[config.mk]
export PLATFORM = sky130hd
export DESIGN_NAME = neuron_stream_pe
export DESIGN_NICKNAME = d
export VERILOG_FILES = /design/src/rtl/neuron_pkg.sv /design/src/rtl/lane_dot_sum.sv /design/src/rtl/neuron_stream_pe.sv
export SDC_FILE = /design/constraint.sdc
export NUM_CORES = 1
export LEC_CHECK = 0
export BUFFER_PORTS_ARGS = -buffer_cell sky130_fd_sc_hd__buf_2
export CORE_MARGIN = 4
export CORE_UTILIZATION = 65
export CTS_CLUSTER_DIAMETER = 50
export DETAILED_ROUTE_END_ITERATION = 10
export HOLD_SLACK_MARGIN = 0.08
export PLACE_DENSITY = 0.85
export SYNTH_ARGS = -nofsm -noshare
export SYNTH_HDL_FRONTEND = slang
export SYNTH_SLANG_ARGS = --single-unit
[constraint.sdc]
create_clock -name clk -period 6 [get_ports clk]
set_input_delay 0.3 -clock clk [delete_from_list [all_inputs] [get_ports clk]]
set_output_delay 0.3 -clock clk [all_outputs]
set_load 0.02 [all_outputs]
[src/rtl/neuron_pkg.sv]
// -----------------------------------------------------------------------------
// neuron_pkg
//   Shared definitions for the streaming neuron processing element:
//     - 2-bit state encoding for the neuron control FSM
//     - saturate(): clamps a sign-extended value into a WIDTH_OUT-bit signed
//       range and reports whether clamping occurred
//     - acc_width_ok(): elaboration-time check that the accumulator is wide
//       enough for the worst-case dot product, the bias and the output width
//   No ports (package).
// -----------------------------------------------------------------------------
package neuron_pkg;

  // State encoding
  localparam logic [1:0] ST_IDLE   = 2'd0;
  localparam logic [1:0] ST_ACCUM  = 2'd1;
  localparam logic [1:0] ST_FINISH = 2'd2;
  localparam logic [1:0] ST_HOLD   = 2'd3;

  typedef enum logic [1:0] {
    S_IDLE   = ST_IDLE,
    S_ACCUM  = ST_ACCUM,
    S_FINISH = ST_FINISH,
    S_HOLD   = ST_HOLD
  } state_e;

  // Working width of saturate(). Callers sign-extend into this width and
  // take the low WIDTH_OUT bits of the result.
  localparam int SAT_W = 64;

  typedef struct packed {
    logic [SAT_W-1:0] value;
    logic             flag;
  } sat_t;

  // Clamp x into [-2^(w_out-1), 2^(w_out-1)-1]; flag is set iff clamped.
  function automatic sat_t saturate(input logic signed [SAT_W-1:0] x,
                                    input int                      w_out);
    sat_t                    res;
    logic signed [SAT_W-1:0] max_v;
    logic signed [SAT_W-1:0] min_v;
    max_v = $signed((SAT_W'(1) << (w_out - 1)) - SAT_W'(1));
    // Two's complement: ~max == -max-1 == most negative representable value.
    min_v = ~max_v;
    res.value = x;
    res.flag  = 1'b0;
    if (x > max_v) begin
      res.value = max_v;
      res.flag  = 1'b1;
    end else if (x < min_v) begin
      res.value = min_v;
      res.flag  = 1'b1;
    end
    return res;
  endfunction

  // Accumulator must hold the full dot product without wrapping, the bias
  // plus a sign bit, and at least the output width. The output stage also
  // works one bit wider than the accumulator inside SAT_W.
  function automatic bit acc_width_ok(input int w_acc, input int w_in,
                                      input int w_w, input int w_b,
                                      input int w_out, input int in_size);
    return (w_acc >= w_in + w_w + $clog2(in_size)) &&
           (w_acc >= w_b + 1) &&
           (w_acc >= w_out) &&
           (w_acc + 1 <= SAT_W) &&
           (w_out < SAT_W);
  endfunction

endpackage

[src/rtl/lane_dot_sum.sv]
// -----------------------------------------------------------------------------
// lane_dot_sum
//   Purely combinational LANES-wide signed multiply plus adder tree.
//   Ports:
//     in_data   [LANES*WIDTH_IN-1:0]  lane k at [(k+1)*WIDTH_IN-1 -: WIDTH_IN]
//     in_weight [LANES*WIDTH_W-1:0]   lane k packed the same way
//     sum       signed sum of all lane products,
//               WIDTH_IN+WIDTH_W+$clog2(LANES)+1 bits wide
// -----------------------------------------------------------------------------
module lane_dot_sum #(
  parameter int LANES    = 4,
  parameter int WIDTH_IN = 8,
  parameter int WIDTH_W  = 8
) (
  input  logic        [LANES*WIDTH_IN-1:0]               in_data,
  input  logic        [LANES*WIDTH_W-1:0]                in_weight,
  output logic signed [WIDTH_IN+WIDTH_W+$clog2(LANES):0] sum
);

  localparam int PROD_W = WIDTH_IN + WIDTH_W;
  localparam int SUM_W  = WIDTH_IN + WIDTH_W + $clog2(LANES) + 1;
  // Tree is padded up to a power of two; padding leaves are zero.
  localparam int NLEAF  = 1 << $clog2(LANES);

  logic signed [PROD_W-1:0] prod [LANES];
  logic signed [SUM_W-1:0]  node [NLEAF];

  for (genvar gi = 0; gi < LANES; gi++) begin : g_lane
    logic signed [WIDTH_IN-1:0] a;
    logic signed [WIDTH_W-1:0]  b;
    assign a = in_data[gi*WIDTH_IN +: WIDTH_IN];
    assign b = in_weight[gi*WIDTH_W +: WIDTH_W];
    // Extend both operands first so the product is full precision.
    assign prod[gi] = PROD_W'(a) * PROD_W'(b);
  end

  // In-place pairwise reduction: each pass halves the number of live nodes,
  // giving a log2(NLEAF)-deep adder tree rather than a chain.
  always_comb begin
    for (int i = 0; i < NLEAF; i++) begin
      node[i] = '0;
      if (i < LANES) begin
        node[i] = SUM_W'(prod[i]);
      end
    end
    for (int step = 1; step < NLEAF; step = step * 2) begin
      for (int i = 0; i < NLEAF; i = i + 2 * step) begin
        node[i] = node[i] + node[i+step];
      end
    end
    sum = node[0];
  end

endmodule

[src/rtl/neuron_stream_pe.sv]
// -----------------------------------------------------------------------------
// neuron_stream_pe
//   Streaming neuron: accumulates a signed dot product of IN_SIZE input/weight
//   pairs arriving LANES pairs per beat, adds a bias, optionally applies ReLU,
//   saturates to WIDTH_OUT and presents the result on a valid/ready port.
//   Ports:
//     clk        rising-edge clock
//     reset_n    asynchronous active-low reset
//     clear      synchronous abort back to IDLE (wins over start)
//     start      begin a neuron (IDLE only); bias captured on the same edge
//     bias       signed bias
//     in_valid / in_ready / in_data / in_weight   input beat stream
//     out_valid / out_ready / out_data / overflow result stream
//     busy       FSM not in IDLE
//   in_ready, out_valid and busy are decoded from the state register only,
//   so no input reaches an output combinationally.
// -----------------------------------------------------------------------------
module neuron_stream_pe
  import neuron_pkg::*;
#(
  parameter int IN_SIZE   = 196,
  parameter int LANES     = 4,
  parameter int WIDTH_IN  = 8,
  parameter int WIDTH_W   = 8,
  parameter int WIDTH_B   = 8,
  parameter int WIDTH_ACC = 24,
  parameter int WIDTH_OUT = 16,
  parameter int RELU      = 1
) (
  input  logic                        clk,
  input  logic                        reset_n,
  input  logic                        clear,
  input  logic                        start,
  input  logic signed [WIDTH_B-1:0]   bias,
  input  logic                        in_valid,
  output logic                        in_ready,
  input  logic [LANES*WIDTH_IN-1:0]   in_data,
  input  logic [LANES*WIDTH_W-1:0]    in_weight,
  output logic                        out_valid,
  input  logic                        out_ready,
  output logic signed [WIDTH_OUT-1:0] out_data,
  output logic                        overflow,
  output logic                        busy
);

  localparam int BEATS = IN_SIZE / LANES;
  localparam int CNT_W = (BEATS > 1) ? $clog2(BEATS) : 1;
  localparam int SUM_W = WIDTH_IN + WIDTH_W + $clog2(LANES) + 1;
  // One extra bit so acc + bias can never wrap before saturation.
  localparam int R_W   = WIDTH_ACC + 1;
  localparam logic [CNT_W-1:0] LAST_BEAT = CNT_W'(BEATS - 1);

  // Elaboration-time parameter checks
  if (LANES < 1 || IN_SIZE < LANES || (IN_SIZE % LANES) != 0) begin : g_bad_size
    $error("neuron_stream_pe: IN_SIZE must be a positive multiple of LANES");
  end
  if (!acc_width_ok(WIDTH_ACC, WIDTH_IN, WIDTH_W, WIDTH_B, WIDTH_OUT, IN_SIZE)) begin : g_bad_acc
    $error("neuron_stream_pe: WIDTH_ACC too small for IN_SIZE/WIDTH_IN/WIDTH_W/WIDTH_B/WIDTH_OUT");
  end

  state_e                      state_q,    state_d;
  logic signed [WIDTH_ACC-1:0] acc_q,      acc_d;
  logic        [CNT_W-1:0]     cnt_q,      cnt_d;
  logic signed [WIDTH_B-1:0]   bias_q,     bias_d;
  logic signed [WIDTH_OUT-1:0] out_data_q, out_data_d;
  logic                        overflow_q, overflow_d;

  logic signed [SUM_W-1:0] lane_sum;
  logic signed [R_W-1:0]   biased;
  logic signed [R_W-1:0]   rectified;
  sat_t                    sat;
  logic                    unused_sat_bits;

  lane_dot_sum #(
    .LANES    (LANES),
    .WIDTH_IN (WIDTH_IN),
    .WIDTH_W  (WIDTH_W)
  ) u_dot (
    .in_data   (in_data),
    .in_weight (in_weight),
    .sum       (lane_sum)
  );

  // Output stage datapath; only registered while in FINISH.
  always_comb begin : output_stage
    biased    = R_W'(acc_q) + R_W'(bias_q);
    rectified = biased;
    // ReLU zeroing happens before saturation, so it never raises overflow.
    if (RELU != 0 && biased < 0) begin
      rectified = '0;
    end
    sat = saturate(SAT_W'(rectified), WIDTH_OUT);
  end

  // Clamped value always fits WIDTH_OUT; upper bits are sign copies.
  assign unused_sat_bits = ^sat.value[SAT_W-1:WIDTH_OUT];

  always_comb begin : next_state
    state_d    = state_q;
    acc_d      = acc_q;
    cnt_d      = cnt_q;
    bias_d     = bias_q;
    out_data_d = out_data_q;
    overflow_d = overflow_q;

    if (clear) begin
      // Abort: drop the partial result and ignore any beat this cycle.
      state_d = S_IDLE;
      acc_d   = '0;
      cnt_d   = '0;
    end else begin
      unique case (state_q)
        S_IDLE: begin
          if (start) begin
            state_d = S_ACCUM;
            acc_d   = '0;
            cnt_d   = '0;
            bias_d  = bias;
          end
        end
        S_ACCUM: begin
          if (in_valid) begin
            // The WIDTH_ACC check guarantees lane_sum fits the accumulator.
            acc_d = acc_q + WIDTH_ACC'(lane_sum);
            cnt_d = cnt_q + 1'b1;
            if (cnt_q == LAST_BEAT) begin
              state_d = S_FINISH;
            end
          end
        end
        S_FINISH: begin
          out_data_d = sat.value[WIDTH_OUT-1:0];
          overflow_d = sat.flag;
          state_d    = S_HOLD;
        end
        S_HOLD: begin
          if (out_ready) begin
            state_d = S_IDLE;
          end
        end
        default: state_d = S_IDLE;
      endcase
    end
  end

  always_ff @(posedge clk or negedge reset_n) begin
    if (!reset_n) begin
      state_q    <= S_IDLE;
      acc_q      <= '0;
      cnt_q      <= '0;
      bias_q     <= '0;
      out_data_q <= '0;
      overflow_q <= 1'b0;
    end else begin
      state_q    <= state_d;
      acc_q      <= acc_d;
      cnt_q      <= cnt_d;
      bias_q     <= bias_d;
      out_data_q <= out_data_d;
      overflow_q <= overflow_d;
    end
  end

  assign in_ready  = (state_q == S_ACCUM);
  assign out_valid = (state_q == S_HOLD);
  assign busy      = (state_q != S_IDLE);
  assign out_data  = out_data_q;
  assign overflow  = overflow_q;

endmodule

==> results of run 1 <==
-- worst max-delay path, delay by kind of cell --
family,cells,cell delay [ps]
buf+inv,9,920
fa+ha+maj,10,4790
simple gates,3,520
compound gates,10,1790
xor+xnor,2,360
-- logic make-up (layout without fill, tap and decap cells) --
kind of cell	after synthesis	in the layout
compound gates	191	191
xor+xnor	60	60
fa+ha+maj	470	470
buf+inv	410	736
flops	57	57
mux	12	12
other cells	0	4
simple gates	405	405
-- per-layer routing --
layer / vias up / wire length (um) / share of wire, % / track usage [%]
li1: 5623 / - / - / -
met4: 2 / 6390 / 11 / 16.8
met5: - / 10 / 0.017 / 0
met3: 626 / 7520 / 13 / 7.21
met1: 6932 / 17800 / 31 / 43.4
met2: 1534 / 25700 / 45 / 61.7
-- synth_stat cells (8+ instances only) --
library cell and number:
xor2_1 17, nand2b_1 25, dfrtp_1 57, xnor2_1 43, a21oi_1 39, inv_1 393, o21a_1 8, a21o_1 20
mux2_2 10, nand3_1 12, ha_1 150, a22o_1 15, and2_1 141, or3_1 10, clkbuf_1 13, o221a_1 15
nor3_1 11, nor2_1 46, nor2b_1 17, fa_1 320, nand2_1 118, o21ai_0 36
-- cell type report --
class	count	share of cell area (%)
clock buffer	12	1.38
timing repair buffer	325	13.0
inverter	395	7.69
clock inverter	4	0.382
multi-input combinational	1138	68.1
antenna	4	0.0518
sequential	57	7.38
tap	319	2.07
-- cells in the final DEF, fill, tap and decap left out, drive strengths merged, types with 3 or more instances in the layout --
cell	Yosys	final
xor2	17	17
nand4	5	5
nor3	13	13
and3	6	6
o31ai	3	3
clkbuf	13	18
nand3	13	13
xnor2	43	43
o21bai	8	8
nand2b	25	25
o21a	8	8
diode	0	4
nor4	3	3
or3	10	10
or2	4	4
nor2b	17	17
o221a	15	15
dfrtp	57	57
a21o	20	20
a22o	15	15
a32o	4	4
a31oi	6	6
o21ai	38	38
o41ai	4	4
a2111oi	4	4
nand2	118	118
a21oi	41	41
fa	320	320
ha	150	150
buf	2	319
nor2	46	46
a211oi	6	6
inv	395	395
mux2	10	10
and2	141	141
-- how the worst max path moves through the flow --
| stage | end | slack, ps | depth (start not counted) |
|---|---|---|---|
| global placement | acc_q[23] | -2140 | 31 |
| detailed placement | acc_q[23] | -2400 | 33 |
| finish | acc_q[21] | -2460 | 34 |
| CTS | acc_q[23] | -1860 | 31 |
| global route | acc_q[23] | -2620 | 35 |
| floorplan | acc_q[23] | -1750 | 29 |
-- registers in the layout, indices dropped and copies added (netlist names) --
register,cells
out_data,16
bias_q,8
acc_q,24
overflow,1
state_q,2
cnt_q,6
-- per-stage QoR --
step                instance area [um2]  setup TNS [ps]
global placement                  17700          -28900
CTS                               18700          -23900
global route                      19300          -37220
finish                            19300          -34660
floorplan                         15600          -19120
detailed placement                17700          -32660
-- what timing repair did --
action / CTS / global route
resized for setup: 125 / 115
endpoints found under the setup margin: 20 / 20
endpoints found under the hold margin: 0 / 0
cloned: 0 / 0
setup buffers: 20 / 29
pin swaps: 71 / 56
==> flow_summary.yaml, run 1 <==
timing:
  max_freq_mhz: 118
  fin_skew_ps: 7.59
  worst_pin_slew_ps: 761
  drv_slew: 0
  hold_violations: 0
  fin_crit_ps: 8460
  layout_setup_ws_ps: -2460
  max_slew_margin_pct: 49.3
  rsz0062_at_grt: "true"
  hold_ws_ps: 111
  post-route-period-util_pct: 141
  setup_viol: 19
detailed_routing:
  wl_per_cell_um: 25.5
  dr.pass1.iters: 7
  route.vias.total: 14700
  postRouteAntennaNets: 0
  drc: 0
  wirelength_um: 57400
  drt_iter0_drc: 2071
  vias_per_cell: 6.53
cts:
  hold_buffers: 0
  clk_pin_slew_worst_paths_ps: 50
  h-tree-depth: 3
  cts_tree: "done"
  clockBufferDepth: 2
  cts-root-buf: "clkbuf_16"
  numCtsBuffers: 9
  clk_latency_ps: 330
  cts.sinks: 57
synthesis:
  synth_top_area_share_pct: 41.5
  synth_adder_area_share_pct: 53.7
  synthCells: 1605
  yosysSeqAreaShare_pct: 9.24
  syn_area_um2: 15400
  yosysUniqueCellTypes: 65
  synth_xor_area_share_pct: 3.41
  yosys.area_share.simple_pct: 13.7
  synth-edff-count: 0
  synth_top_family_by_area: "adder cells"
  synth_compound_area_share_pct: 9.05
  synth_area_leaders: "fa_1, ha_1, inv_1"
  synth_largest_area_cell: "fa_1"
  synth_fp_nets: 2153
  syn_avg_cell_area_um2: 9.61
  synthMuxAreaShare_pct: 0.859
  yosys_warnings: 0
  synth-seq-cells: 57
  synthFlopType: "dfrtp_1"
  async_flop_share_pct: 100
grt:
  grt_pass1_vias: 14900
  grt_max_degree: 58
  grt_pass1_wl_um: 74300
  grt_usage_pct: 35.8
  antenna_found_initial: 4
  gr-total-overflow: 0
placed_design:
  dpl.cell_count: 2188
  io_buffers: 97
  gp_congestion: 0.981
  dp_slack_ps: -2400
  dpl.hpwl_um: 33100
worst_setup_path:
  start_kind: "primary input"
  required_ps: 6220
  r2r_cells: 12
  rr_startpoint: "acc_q[0]"
  slowest_delay_ps: 650
  crit_start: "in_weight[4]"
  path_max_fanout: 5
  ff2ff_setup_slack_ps: 2020
  slowest_stage: "fa_1"
  cp-end-kind: "flip-flop"
  regToRegEndpoint: "out_data[5]"
  crit_arrival_ps: 8680
  crit_top_cell: "fa_1"
  crit_type: "in2reg"
floorplanning:
  start_util_pct: 65.9
  fp.dieH_um: 162
  num_io_pins: 98
  fp.coreArea_um2: 23400
  die_area_um2: 26300
  die_w_um: 162
  rows: 56
cells_and_area:
  nNetsFinal: 2474
  fillCellCount: 1117
  fin_util_pct: 82.6
  syn_to_final_growth_pct: 25.2
  multi_input_area_um2: 13200
  ff_latch_area_um2: 1430
  fin_cells: 2254
  drive_gt1_share_pct: 26.3
min_path:
  hold_class: "in2async"
outcome:
  violations: "negative setup slack"
  status: "finished, violations left"
run:
  drv_cap: 0
Power of run 1 is not shown: default switching activity piles up to over one toggle a cycle in this logic, so the estimate is an artifact.
==> run 2, diff against run 1 <==
CTS_CLUSTER_DIAMETER = default   (was 50)
MAX_ROUTING_LAYER = met4   (was default)
==> run 2 against run 1 <==
First-iteration DRC count decreased by 44%. Sequential cell count unchanged. Critical path type unchanged. Die area unchanged. Register-to-register slack better by 90 ps. The run still ends with negative setup slack left. Global-route usage decreased by 3.3 points.
==> flow_summary.yaml, run 2 (same netlist as run 1, synthesis figures left out) <==
detailed_routing:
  vias_per_cell: 5.81
  postRouteAntennaNets: 0
  wirelength_um: 43200
  route.vias.total: 12900
  dr.pass1.iters: 7
  wl_per_cell_um: 19.4
  drc: 0
  drt_iter0_drc: 1157
cells_and_area:
  syn_to_final_growth_pct: 21.0
  drive_gt1_share_pct: 22.4
  fin_util_pct: 79.8
  final_cell_mix: "inv_1, fa_1, buf_4"
  final_common_cell: "inv_1"
  nNetsFinal: 2444
  largest_register_ff_count: 24
  regMostFlops: "acc_q"
cts:
  h-tree-depth: 3
  clk_latency_ps: 330
  cts-root-buf: "clkbuf_16"
  clockBufferDepth: 2
  cts_tree: "done"
  hold_buffers: 0
  clk_pin_slew_worst_paths_ps: 50
  numCtsBuffers: 9
  cts.sinks: 57
timing:
  rsz0062_at_grt: "true"
  fin_crit_ps: 8210
  hold_violations: 0
  drv_slew: 0
  max_freq_mhz: 122
  setup_viol: 19
  post-route-period-util_pct: 137
  fin_skew_ps: 7.15
  worst_pin_slew_ps: 777
  max_slew_margin_pct: 48.2
  layout_setup_ws_ps: -2210
floorplanning:
  fp.coreArea_um2: 23400
  die_area_um2: 26300
  rows: 56
  fp.dieH_um: 162
  num_io_pins: 98
  die_w_um: 162
  start_util_pct: 65.9
grt:
  grt_pass1_wl_um: 66700
  gr-total-overflow: 0
  antenna_found_initial: 3
  grt_usage_pct: 32.4
  grt_max_degree: 58
  grt_pass1_vias: 14000
run:
  drv_cap: 0
worst_setup_path:
  required_ps: 6250
  regToRegEndpoint: "out_data[9]"
  start_kind: "primary input"
  slowest_stage: "fa_1"
  crit_start: "in_weight[18]"
  rr_startpoint: "bias_q[7]"
  crit_top_cell: "fa_1"
  crit_type: "in2reg"
  cp-end-kind: "flip-flop"
  path_max_fanout: 6
  crit_end: "acc_q[23]"
  crit_arrival_ps: 8460
  ff2ff_setup_slack_ps: 2110
  r2r_cells: 10
  slowest_delay_ps: 640
placed_design:
  io_buffers: 97
  gp_congestion: 0.997
  dpl.hpwl_um: 32600
min_path:
  hold_class: "in2async"
outcome:
  violations: "negative setup slack"
  status: "finished, violations left"
## run 2: layout make-up
type	count	area, um2
Antenna cell	3	7.51
Clock buffer	9	225
Clock inverter	7	93.8
Fill cell	1290	4740
Inverter	395	1480
Multi-Input combinational cell	1138	13000
Sequential cell	57	1430
Tap cell	319	399
Timing Repair Buffer	295	2080
## run 2: worst min-delay path by stage
stage,end,slack [ps],depth (start not counted)
after floorplan,acc_q[0],4,0
after global placement,cnt_q[5],470,1
after detailed placement,cnt_q[5],480,1
after CTS,acc_q[18],150,2
after global routing,acc_q[20],180,2
final,acc_q[18],120,2
## run 2: critical path: cells and delay by family
family	cells	cell delay [ps]
and+or+nand+nor	4	1320
adders and majority gates	10	4710
AOI/OAI and AO/OA	5	990
xor gates and xnor gates	2	330
buffers and inverters	7	800
## run 2: layer usage
metal	track usage, %	part of all wire (%)	up-vias
li1	-	-	5551
met1	41.4	37	6450
met2	54.3	51	695
met3	4.19	7.2	212
met4	10.9	5.1	0
met5	-	0	-
## run 2: timing repair
action / 4_1_cts / 5_1_grt
setup buffers: 10 / 13
gates resized for setup: 65 / 51
pin swaps: 54 / 78
endpoints found under the setup margin: 20 / 20
## run 2: per-stage QoR
stage                     setup WS (ps)  instances  instance area, um2  hold slack (ps)  TNS [ps]
final                             -2210       2223               18700              116    -26670
after global routing              -2440       2223               18700              182    -30540
after detailed placement          -2430       2188               17700              481    -32790
after floorplan                   -1750       1605               15600             4.41    -19120
after global placement            -2140       2188               17700              468    -28900
after CTS                         -1950       2214               18400              150    -23570
Power of run 2 is left out for the same reason.
